<file path="src/rtl/ex_m_elastic.sv">
// ex_m_elastic: EX/MEM pipeline stage with a valid/ready handshake, an optional
// one-entry skid buffer and a synchronous flush. All state changes on the
// falling edge of clk, like the rest of the pipeline.
module ex_m_elastic #(
    parameter int pc_size       = 18,
    parameter int data_size     = 32,
    parameter int reg_addr_size = 5,
    parameter bit SKID          = 1'b1
) (
    input  logic                     clk,
    input  logic                     rst,
    input  logic                     EX_valid,
    output logic                     EX_ready,
    input  logic                     EX_MemtoReg,
    input  logic                     EX_RegWrite,
    input  logic                     EX_MemWrite,
    input  logic                     EX_Jal,
    input  logic                     EX_Select,
    input  logic [data_size-1:0]     EX_ALU_result,
    input  logic [data_size-1:0]     EX_Rt_data,
    input  logic [pc_size-1:0]       EX_PCplus8,
    input  logic [reg_addr_size-1:0] EX_WR_out,
    input  logic                     flush,
    input  logic                     M_ready,
    output logic                     M_valid,
    output logic                     M_MemtoReg,
    output logic                     M_RegWrite,
    output logic                     M_MemWrite,
    output logic                     M_Jal,
    output logic                     M_Select,
    output logic [data_size-1:0]     M_ALU_result,
    output logic [data_size-1:0]     M_Rt_data,
    output logic [pc_size-1:0]       M_PCplus8,
    output logic [reg_addr_size-1:0] M_WR_out,
    output logic [1:0]               M_occupancy
);

    // One pipeline beat: control bits plus datapath fields.
    typedef struct packed {
        logic                     mem_to_reg;
        logic                     reg_write;
        logic                     mem_write;
        logic                     jal;
        logic                     sel;
        logic [data_size-1:0]     alu_result;
        logic [data_size-1:0]     rt_data;
        logic [pc_size-1:0]       pc_plus8;
        logic [reg_addr_size-1:0] wr_out;
    } beat_t;

    beat_t ex_beat;
    beat_t main_d, main_q;
    beat_t skid_d, skid_q;
    logic  main_full_d, main_full_q;
    logic  skid_full_d, skid_full_q;
    logic  rst_q;
    logic  push, pop;

    assign ex_beat = '{
        mem_to_reg: EX_MemtoReg,
        reg_write:  EX_RegWrite,
        mem_write:  EX_MemWrite,
        jal:        EX_Jal,
        sel:        EX_Select,
        alu_result: EX_ALU_result,
        rt_data:    EX_Rt_data,
        pc_plus8:   EX_PCplus8,
        wr_out:     EX_WR_out
    };

    // A flushed EX beat never enters; a pop in a flush cycle still completes downstream.
    assign push = EX_valid & EX_ready & ~flush;
    assign pop  = main_full_q & M_ready;

    // Next-state for main and skid entries: flush clears, otherwise fill/drain in order.
    always_comb begin
        // NOTE: every signal gets a default first so no path leaves it unassigned (no latch).
        main_d      = main_q;
        main_full_d = main_full_q;
        skid_d      = skid_q;
        skid_full_d = skid_full_q;
        if (flush) begin
            main_d      = '0;
            main_full_d = 1'b0;
            skid_d      = '0;
            skid_full_d = 1'b0;
        end else if (skid_full_q) begin
            if (pop) begin
                main_d      = skid_q;
                skid_full_d = 1'b0;
            end
        end else if (main_full_q) begin
            if (pop && push) begin
                main_d = ex_beat;
            end else if (pop) begin
                main_full_d = 1'b0;
            end else if (push) begin
                skid_d      = ex_beat;
                skid_full_d = 1'b1;
            end
        end else if (push) begin
            main_d      = ex_beat;
            main_full_d = 1'b1;
        end
    end

    // Main entry, its valid flag and the delayed reset, all on the falling edge.
    always_ff @(negedge clk) begin
        // NOTE: sequential state uses non-blocking assignments only.
        if (rst) begin
            // NOTE: payload is reset as well because the M_* outputs must read zero after rst.
            main_q      <= '0;
            main_full_q <= 1'b0;
            rst_q       <= 1'b1;
        end else begin
            main_q      <= main_d;
            main_full_q <= main_full_d;
            rst_q       <= 1'b0;
        end
    end

    if (SKID) begin : g_skid
        // Skid entry: absorbs one beat when M_ready drops while EX is still sending.
        always_ff @(negedge clk) begin
            if (rst) begin
                skid_q      <= '0;
                skid_full_q <= 1'b0;
            end else begin
                skid_q      <= skid_d;
                skid_full_q <= skid_full_d;
            end
        end
        // Ready comes from flops only, so it never depends on M_ready in the same cycle.
        assign EX_ready = ~rst & ~rst_q & ~skid_full_q;
    end else begin : g_no_skid
        assign skid_q      = '0;
        assign skid_full_q = 1'b0;
        // Single entry: accept when empty or when the held beat leaves on this edge.
        assign EX_ready    = ~rst & ~rst_q & (~main_full_q | M_ready);
    end

    // Presented beat is always the main entry; write enables are gated so bubbles never write.
    assign M_valid      = main_full_q;
    assign M_MemtoReg   = main_q.mem_to_reg;
    assign M_RegWrite   = main_q.reg_write & main_full_q;
    assign M_MemWrite   = main_q.mem_write & main_full_q;
    assign M_Jal        = main_q.jal;
    assign M_Select     = main_q.sel;
    assign M_ALU_result = main_q.alu_result;
    assign M_Rt_data    = main_q.rt_data;
    assign M_PCplus8    = main_q.pc_plus8;
    assign M_WR_out     = main_q.wr_out;
    assign M_occupancy  = {1'b0, main_full_q} + {1'b0, skid_full_q};

endmodule

</file>
<file path="config.mk">
export PLATFORM = sky130hd
export DESIGN_NAME = ex_m_elastic
export DESIGN_NICKNAME = d
export VERILOG_FILES = /design/src/rtl/ex_m_elastic.sv
export SDC_FILE = /design/constraint.sdc
export NUM_CORES = 1
export LEC_CHECK = 0
export CAP_MARGIN = 0
export CORE_MARGIN = 2
export CORE_UTILIZATION = 47
export DETAILED_ROUTE_END_ITERATION = 16
export GPL_ROUTABILITY_DRIVEN = 1
export PLACE_DENSITY_LB_ADDON = 0.08
export SYNTH_ARGS = -nofsm -noshare
export SYNTH_HDL_FRONTEND = slang
export SYNTH_SLANG_ARGS = --single-unit
</file>
<file path="constraint.sdc">
create_clock -name clk -period 2 [get_ports clk]
set_input_delay 0.6 -clock clk [delete_from_list [all_inputs] [get_ports clk]]
set_output_delay 0.6 -clock clk [all_outputs]
set_load 0.02 [all_outputs]
</file>
Word-level counts from Yosys, hierarchy flattened --
Cells that the tools add are included.
Operators by class: $add $sub $neg 1, $mul 0, divide/modulo/power cells 0, magnitude comparators 0, eq/ne operators 2, shifts and indexed selects 0, mux-type cells 14, bitwise logic cells 13, reductions and logical operators 5
Operators by type and width (count):
- 92-bit 2-to-1 mux | 5
- 1-bit 2-to-1 mux | 9
- 1-bit bitwise AND | 7
- 1-bit inverter | 6
- 5-bit AND reduction | 1
- 3-bit by 1-bit inequality test with 1-bit output, second input constant | 1
- 3-bit AND reduction | 1
- 3-bit nonzero test | 1
- 1-bit by 1-bit adder with 2-bit output | 1
- 2-bit by 1-bit inequality test with 1-bit output, second input constant | 1
- 2-bit OR reduction | 1
- 1-bit logical AND | 1
Word-level totals: register bits 187, latch bits 0, RAM bits 0, ROM bits 0, input bits 97, output and inout port bits 96, logic and storage cells 56, memories kept 0

Logic depth before layout (Yosys ltp) --
Gate-level depths: netlist of run 1.
depth after elaboration 10, mapped depth 8, gate-level depth less buffers 5

==> results of run 1 <==
cell usage in the layout (no fill, tap or decap), types with 3 or more instances in the layout:
cell / instances
a21oi_1: 57
a21oi_2: 36
and2_1: 8
buf_12: 55
buf_16: 23
buf_4: 64
buf_6: 107
buf_8: 3
bufbuf_16: 5
clkbuf_16: 19
clkdlybuf4s50_1: 92
clkinvlp_2: 3
dfxtp_1: 95
dfxtp_2: 90
inv_1: 187
inv_4: 5
mux2i_1: 92
nand2_1: 92
nand4_1: 92
nor2b_1: 8
o211ai_1: 84
o21ai_0: 8
o31ai_4: 92
or2_2: 85
critical path, cell delays in order (launching register included):
cell and delay [ns]:
dfxtp_4 0.37, clkinv_4 0.06, ha_4 0.25, buf_6 0.12
metal layers:
metal  vias to the layer above  routed length (µm)  part of all wire [%]  GRT usage (%)
li1                       4558                   -                     -              -
met1                      4886               14000                    39           36.8
met2                       521               17800                    50           53.3
met3                       100                2700                   7.6           9.21
met5                         -                   0                     0              0
met4                         0                1100                   3.1           17.5
per-stage QoR:
step / power, W / TNS [ns] / util, %
6_report: 0.0103 / -159.63 / 82.0
2_1_floorplan: 0.00501 / -149.61 / -
4_1_cts: 0.0102 / -149.82 / 81.2
3_3_place_gp: 0.00543 / -307.74 / 58.8
5_1_grt: 0.0108 / -174.88 / 82.0
3_5_place_dp: 0.00544 / -310.53 / 58.8
registers in the layout (all words and copies together), names as in the netlist:
| signal | count |
|---|---|
| M_PCplus8 | 18 |
| main_q | 2 |
| rst_q | 1 |
| M_Rt_data | 32 |
| M_ALU_result | 32 |
| skid_full_q | 1 |
| M_valid | 1 |
| M_MemtoReg | 1 |
| skid_q | 92 |
| M_Jal | 1 |
| M_Select | 1 |
| M_WR_out | 5 |
synth_stat cells, types with 2 or more instances:
cell      number
o31ai_1       92
nand4_1       92
buf_4         87
a21boi_0       2
nand2_1       92
inv_1          2
buf_6          8
buf_2          2
a21oi_1       93
and2_1        10
buf_1          5
clkbuf_1     106
ha_1           3
nor2b_1        9
o21ai_0        8
mux2i_1       92
dfxtp_1      187
or2_2         86
o211ai_1      84
cell type report:
type	instances	area [µm²]
clock buffers	17	425
clock inverters	201	818
fillers	1137	3510
inverters	2	12.5
multi-input cells	673	5950
flip-flops and latches	187	3860
well taps	265	332
repair buffers	352	4610
cells by family after synthesis:
logic type	Yosys count
AND/OR/NAND/NOR	295
multiplexers	92
flip-flops	187
buffers and inverters	211
AO/OA/AOI/OAI	282
adder cells (fa/ha/maj)	3
power breakdown:
part           internal [W]  total (W)  switching (W)
logic              0.000808    0.00158       0.000768
registers           0.00379    0.00382      0.0000272
clock network       0.00212    0.00493        0.00281
timing repair:
| action | CTS | global route |
|---|---|---|
| resized for setup | 920 | 68 |
| gates cloned | 39 | 2 |
| pin swaps | 185 | 52 |
| setup endpoints to repair | 282 | 282 |
| buffers inserted | 37 | 28 |
worst min path at each step:
stage	cells past startpoint	end	from
2_1_floorplan	2	main_q[89]	main_q[89]
5_1_grt	2	M_ALU_result[29]	M_ALU_result[29]
3_3_place_gp	2	M_MemtoReg	M_MemtoReg
3_5_place_dp	2	M_ALU_result[20]	M_ALU_result[20]
6_report	2	M_ALU_result[23]	M_ALU_result[23]
4_1_cts	2	M_ALU_result[23]	M_ALU_result[23]
==> flow_summary.ini, run 1 <==
[final_layout]
postLayoutCellArea_um2 = 16000
area_growth_pct = 71.0
num_antenna_cells = 0
final_cells = 1697
layout-drive-gt1-share_pct = 42.7
num-nets-final = 1520

[synth]
ys_ff_latch = 187
avgSynthCellArea_um2 = 8.75
synthMuxAreaShare_pct = 9.83
syn-instance-count = 1070
synth.distinct_cells = 29
synth_edf_count = 0
syn-num-nets = 1170
synth_top_flop_cell = dfxtp_1
synth_top_family_by_area = compound AO/OA/AOI/OAI gates
async_reset_ff_share_pct = 0
syn_area_um2 = 9370
synth_warnings = 0
synth_top_area_share_pct = 40.0
synth-xor-area-share_pct = 0
ys_seq_area_share_pct = 40.0
synth_top_area_cell = dfxtp_1
synth_area_leaders = dfxtp_1 40%, mux2i_1 9.8%, o31ai_1 7.4%, buf_4 7.0%, o211ai_1 6.7%
synth_simple_gate_area_share_pct = 17.2
synth_fa_ha_area_share_pct = 0.401
synth_compound_area_share_pct = 19.9

[worst_setup_path]
r2r_cells = 8
critPathKind = reg2out
setup.worst_path.start_class = flop
crit_start = skid_full_q
critPathCaptureType = primary output
worstPathMaxFanout = 3
worst-r2r-setup-slack_ns = -0.74
required_ns = 1.40
reg2reg_to = M_Rt_data[21]
endpoint = M_occupancy[0]
reg2reg_from = skid_full_q
cp.arrival_ns = 2.27

[sta]
hold_ws_ns = 0.458
drv_slew = 0
rsz0062_at_grt = yes
final_hold_viol_count = 0
finClkSkew_ns = 0.0400
fin_ws_ns = -0.865
finalSetupViolCount = 281
max-slew-margin-rel_pct = 26.8
tightestPinTransition_ns = 1.10

[route]
post_drt_wl_per_cell_um = 21.0
routed-via-count = 10100
wl_um = 35600
firstDrtPassIters = 6
ant_nets = 0
avgViaCountPerCell = 5.93
drtIter0Drc = 709
drc_errors = 0

[global_route]
grt_antenna_before_repair = 0
grt_pass1_wl_um = 54200
grt_pass1_vias = 10400
overflow = 0
grt_usage_pct = 31.9
grt_start_max_net_pins = 88

[place]
io_buffers = 192
dp.cells = 1394
postPlaceCellArea_um2 = 11500
hpwl_um = 15000
gp_congestion = 0.746
dp_slack_ns = -1.53

[clock_network]
clkTransAtPathRegs_ns = 0.04
holdBufCountCts = 0
insertion_delay_ns = 0.50
clock_sinks = 187
numCtsBuffers = 17
htree_num_levels = 4
root_buffer = clkbuf_16
cts_tree = done
cts_buffer_depth = 2

[floorplanning]
core.rowCount = 51
dieArea_um2 = 21100
start_util_pct = 48.0
die_h_um = 145
die_width_um = 145
coreArea_um2 = 19500
ioPinCount = 193

[flow_run]
cap_violations = 0

[pwr]
leakage_nw = 6.81
power.density_nw_per_um2 = 645
ir_drop_v = 0.000664

[run_status]
outcome = finished, violations left
violations = setup timing

[min_path]
min_path_type = reg2reg
Note: power is estimated with default switching activity, not from simulation.
==> run 2, diff against run 1 <==
ABC_AREA = 1   (was default)
CORE_UTILIZATION = 46   (was 47)
==> flow_summary.ini, run 2 <==
[synth]
synth_common_cells = 289 x nor2_1, 187 x dfxtp_1, 103 x buf_4, 101 x a21oi_1, 99 x nand2_1
synth_compound_area_share_pct = 11.2
synth.most_common_cell = nor2_1
synth.distinct_cells = 19
async_reset_ff_share_pct = 0
synth_edf_count = 0
synth_area_leaders = dfxtp_1 43%, nor2_1 12%, mux2i_1 9.7%, buf_4 8.9%, a21oi_1 5.8%
ys_seq_area_share_pct = 43.0
syn_area_um2 = 8710
avgSynthCellArea_um2 = 7.60
synth_simple_gate_area_share_pct = 22.4
synth_top_area_cell = dfxtp_1
ys_ff_latch = 187
synth_top_area_share_pct = 43.0
synth_top_family_by_area = simple AND/OR/NAND/NOR gates
synth_warnings = 0
syn-num-nets = 1246
syn-instance-count = 1146
synth_fa_ha_area_share_pct = 0.431
synth_top_flop_cell = dfxtp_1
synthMuxAreaShare_pct = 9.65
synth-xor-area-share_pct = 0

[sta]
rsz0062_at_grt = yes
max-slew-margin-rel_pct = 56.0
finClkSkew_ns = 0.0538
drv_slew = 0
tightestPinTransition_ns = 0.660
fin_ws_ns = -0.986
final_hold_viol_count = 0
finalSetupViolCount = 282
hold_ws_ns = 0.465

[clock_network]
root_buffer = clkbuf_16
clkTransAtPathRegs_ns = 0.06
numCtsBuffers = 17
holdBufCountCts = 0
cts_tree = done
cts_buffer_depth = 2
insertion_delay_ns = 0.53
clock_sinks = 187
htree_num_levels = 4

[route]
ant_nets = 0
avgViaCountPerCell = 5.84
firstDrtPassIters = 6
wl_um = 40400
drtIter0Drc = 933
post_drt_wl_per_cell_um = 22.3
routed-via-count = 10600
drc_errors = 0

[final_layout]
layout-drive-gt1-share_pct = 42.7
final_cell_mix = 264 x nor2_1, 197 x inv_1, 119 x buf_6
area_growth_pct = 85.9
largest_reg_flops = 92
num_antenna_cells = 0
final_cells = 1812
layout_commonest_cell = nor2_1
largest_register = skid_q
postLayoutCellArea_um2 = 16200
num-nets-final = 1666
fill_cells = 876

[floorplanning]
coreArea_um2 = 18600
core.rowCount = 50
start_util_pct = 46.7
ioPinCount = 193
die_width_um = 142
die_h_um = 142
dieArea_um2 = 20100

[worst_setup_path]
required_ns = 1.40
critPathKind = reg2out
worstPathMaxFanout = 2
setup.worst_path.start_class = flop
critPathCaptureType = primary output
cp.arrival_ns = 2.39

[global_route]
grt_usage_pct = 31.5
use_met1_pct = 37.2
overflow = 0
grt_start_max_net_pins = 64
met2_usage_pct = 51.3
use_met3_pct = 10.7
grt_pass1_vias = 9874
grt_antenna_before_repair = 0
grt_pass1_wl_um = 49400
grt-busiest-layer = met2

[place]
io_buffers = 192
hpwl_um = 13300
postPlaceCellArea_um2 = 10500
gp_congestion = 0.785
dp_slack_ns = -1.32
dp.cells = 1443

[pwr]
ir_drop_v = 0.000685
power.density_nw_per_um2 = 635
leakage_nw = 6.77

[run_status]
violations = setup timing
outcome = finished, violations left

[min_path]
min_path_type = reg2reg

[flow_run]
cap_violations = 0
run 2: worst max-delay path, stage by stage, from the launching register on:
cell and delay (ns):
dfxtp_4 0.37, buf_6 0.11, inv_4 0.04, ha_4 0.25, buf_6 0.12
run 2: cell families (layout without fill, tap and decap cells):
family | Yosys count | after routing
compound gates | 194 | 194
fa+ha+maj | 3 | 3
flops | 187 | 187
mux | 84 | 84
simple gates | 484 | 485
buf+inv | 194 | 625
run 2: report_power, final:
part	switching (W)	internal [W]
Combinational	0.000623	0.000646
Sequential	0.0000330	0.00378
Clock	0.00295	0.00225
run 2: path summary, 6_finish.rpt:
check	startpoint	end	slack, ns	cells after the start
setup / recovery	skid_full_q	M_occupancy[0]	-0.99	4
hold / removal	M_WR_out[4]	M_WR_out[4]	0.47	2
setup reg to reg	skid_full_q	main_q[90]	-0.77	14
hold reg to reg	M_WR_out[4]	M_WR_out[4]	0.47	2
run 2: through the flow:
| step | TNS, ns | power [W] | util [%] |
|---|---|---|---|
| 2_1_floorplan | -114.70 | 0.00488 | - |
| 3_3_place_gp | -275.76 | 0.00519 | 56.2 |
| 3_5_place_dp | -285.66 | 0.00519 | 56.2 |
| 4_1_cts | -147.95 | 0.00977 | 78.6 |
| 5_1_grt | -188.39 | 0.0107 | 86.9 |
| 6_report | -181.69 | 0.0103 | 86.9 |
run 2: layout make-up:
type	count	area (µm²)	share of cell area [%]
flip-flops and latches	187	3890	24.0
inverters	15	76.3	0.471
multi-input cells	766	5070	31.3
clock inverters	201	841	5.19
well taps	234	293	1.81
clock buffers	17	425	2.63
repair buffers	392	5600	34.6
run 2: routing by layer:
layer	part of all wire, %	wire (µm)
met3	9.5	3850
met5	0	0
met1	37	14800
met2	49	19700
met4	5.1	2040
run 2: timing repair:
action,CTS,global route
buffers inserted,58,42
gates cloned,48,23
setup endpoints to repair,282,282
resized for setup,845,225
hold endpoints to repair,0,0
pin swaps,53,87
==> run 3, diff against run 2 <==
--- a/config.mk
+++ b/config.mk
@@ -9,3 +9,2 @@
 export CAP_MARGIN = 0
-export CORE_MARGIN = 2
 export CORE_UTILIZATION = 46
--- a/constraint.sdc
+++ b/constraint.sdc
@@ -3,2 +3,2 @@
 set_output_delay 0.6 -clock clk [all_outputs]
-set_load 0.02 [all_outputs]
+set_load 0.1 [all_outputs]
==> flow_summary.ini, run 3 (synthesis results as in run 2) <==
[sta]
max-slew-margin-rel_pct = 51.5
drv_slew = 0
hold_ws_ns = 0.476
final_hold_viol_count = 0
rsz0062_at_grt = yes
tightestPinTransition_ns = 0.727
finClkSkew_ns = 0.0435
fin_ws_ns = -0.978
finalSetupViolCount = 282

[min_path]
min_path_type = reg2reg

[pwr]
leakage_nw = 6.41
ir_drop_v = 0.000651
power.density_nw_per_um2 = 652

[run_status]
outcome = finished, violations left
violations = setup timing

[clock_network]
cts_buffer_depth = 2
clock_sinks = 187
numCtsBuffers = 17
clkTransAtPathRegs_ns = 0.04
cts_tree = done
htree_num_levels = 4
root_buffer = clkbuf_16
insertion_delay_ns = 0.50

[global_route]
grt_pass1_wl_um = 44800
use_met1_pct = 30.3
grt_pass1_vias = 9506
grt_antenna_before_repair = 1
overflow = 0
use_met3_pct = 10.9
grt_start_max_net_pins = 69
grt_usage_pct = 28.9
grt-busiest-layer = met2
met2_usage_pct = 50.7

[final_layout]
layout-drive-gt1-share_pct = 36.9
layout_commonest_cell = nor2_1
final_cell_mix = 265 x nor2_1, 198 x inv_1, 128 x buf_12
largest_register = skid_q
largest_reg_flops = 92
fill_cells = 969
num-nets-final = 1623
area_growth_pct = 78.4
num_antenna_cells = 0

[floorplanning]
start_util_pct = 47.7
die_width_um = 140
ioPinCount = 193
dieArea_um2 = 19500
die_h_um = 140
core.rowCount = 49
coreArea_um2 = 18300

[route]
drc_errors = 0
post_drt_wl_per_cell_um = 17.6
wl_um = 31000
avgViaCountPerCell = 5.35
routed-via-count = 9446
drtIter0Drc = 536
ant_nets = 0
firstDrtPassIters = 6

[worst_setup_path]
cp.arrival_ns = 2.38
critPathKind = reg2out
critPathCaptureType = primary output
required_ns = 1.40
setup.worst_path.start_class = flop
worstPathMaxFanout = 5

[flow_run]
cap_violations = 0

[place]
dp_slack_ns = -1.30
io_buffers = 192
hpwl_um = 14000
gp_congestion = 0.754
==> run 3: cell types whose count changed in the layout (fill, tap and decap cells not counted), moves of 16 or more <==
| cell | change |
|---|---|
| buf_6 | -107 |
| buf_12 | +85 |
| o21ai_1 | +73 |
| o21ai_2 | -61 |
| a21oi_2 | +25 |
| dfxtp_2 | -24 |
| dfxtp_4 | +23 |
| buf_4 | +21 |
| buf_16 | -19 |
| a21oi_1 | -17 |
| nand3_2 | +16 |
==> run 3: area by class of cell <==
| cell class | instances | area, µm² | area share, % |
|---|---|---|---|
| inverters | 15 | 78.8 | 0.507 |
| repair buffers | 349 | 5340 | 34.4 |
| well taps | 229 | 287 | 1.84 |
| multi-input cells | 765 | 4610 | 29.6 |
| clock buffers | 17 | 425 | 2.74 |
| clock inverters | 201 | 841 | 5.41 |
| repair inverters | 1 | 16.3 | 0.105 |
| flip-flops and latches | 187 | 3940 | 25.4 |
==> run 3: final timing paths <==
check                            startpoint              to  slack (ns)  cells after the start
worst max-delay path                M_valid  M_occupancy[0]       -0.98                      3
worst min register to register   skid_q[36]      skid_q[36]        0.48                      2
worst min-delay path             skid_q[36]      skid_q[36]        0.48                      2
worst max register to register  skid_full_q   M_Rt_data[24]       -0.18                     10
==> run 3: power by group <==
group | switching, W | total [W] | internal [W] | leakage (nW)
sequential | 0.0000438 | 0.00380 | 0.00376 | 1.56
combinational | 0.000697 | 0.00131 | 0.000612 | 3.56
clock | 0.00278 | 0.00503 | 0.00225 | 1.28
==> run 3: stage by stage <==
step / cells / power, W / TNS (ns) / cell area (µm²) / util, %
2_1_floorplan: 1146 / 0.00523 / -132.86 / 10700 / -
3_3_place_gp: 1464 / 0.00557 / -238.91 / 12300 / 67.1
3_5_place_dp: 1464 / 0.00558 / -243.82 / 12300 / 67.1
4_1_cts: 1733 / 0.0100 / -142.03 / 14900 / 81.3
5_1_grt: 1764 / 0.0107 / -167.91 / 15500 / 85.1
6_report: 1764 / 0.0101 / -158.11 / 15500 / 85.1
==> run 3: repair_timing <==
| item | 4_1_cts | 5_1_grt |
|---|---|---|
| setup buffers | 24 | 26 |
| endpoints found under the hold margin | 0 | 0 |
| pin swaps | 8 | 9 |
| endpoints found under the setup margin | 282 | 282 |
| hold buffers | 0 | 0 |
| cloned | 28 | 7 |
| resized for setup | 85 | 100 |
==> run 3: layer usage <==
layer | vias up | share of wire (%) | wire length, µm
li1 | 4458 | - | -
met1 | 4510 | 38 | 11800
met2 | 410 | 53 | 16400
met3 | 68 | 6.5 | 2010
met4 | 0 | 2.4 | 737
met5 | - | 0 | 0
==> run 3: critical path: stages (launching register included) <==
cell and delay [ns]:
dfxtp_4 0.40, inv_4 0.05, ha_4 0.28, buf_12 0.17
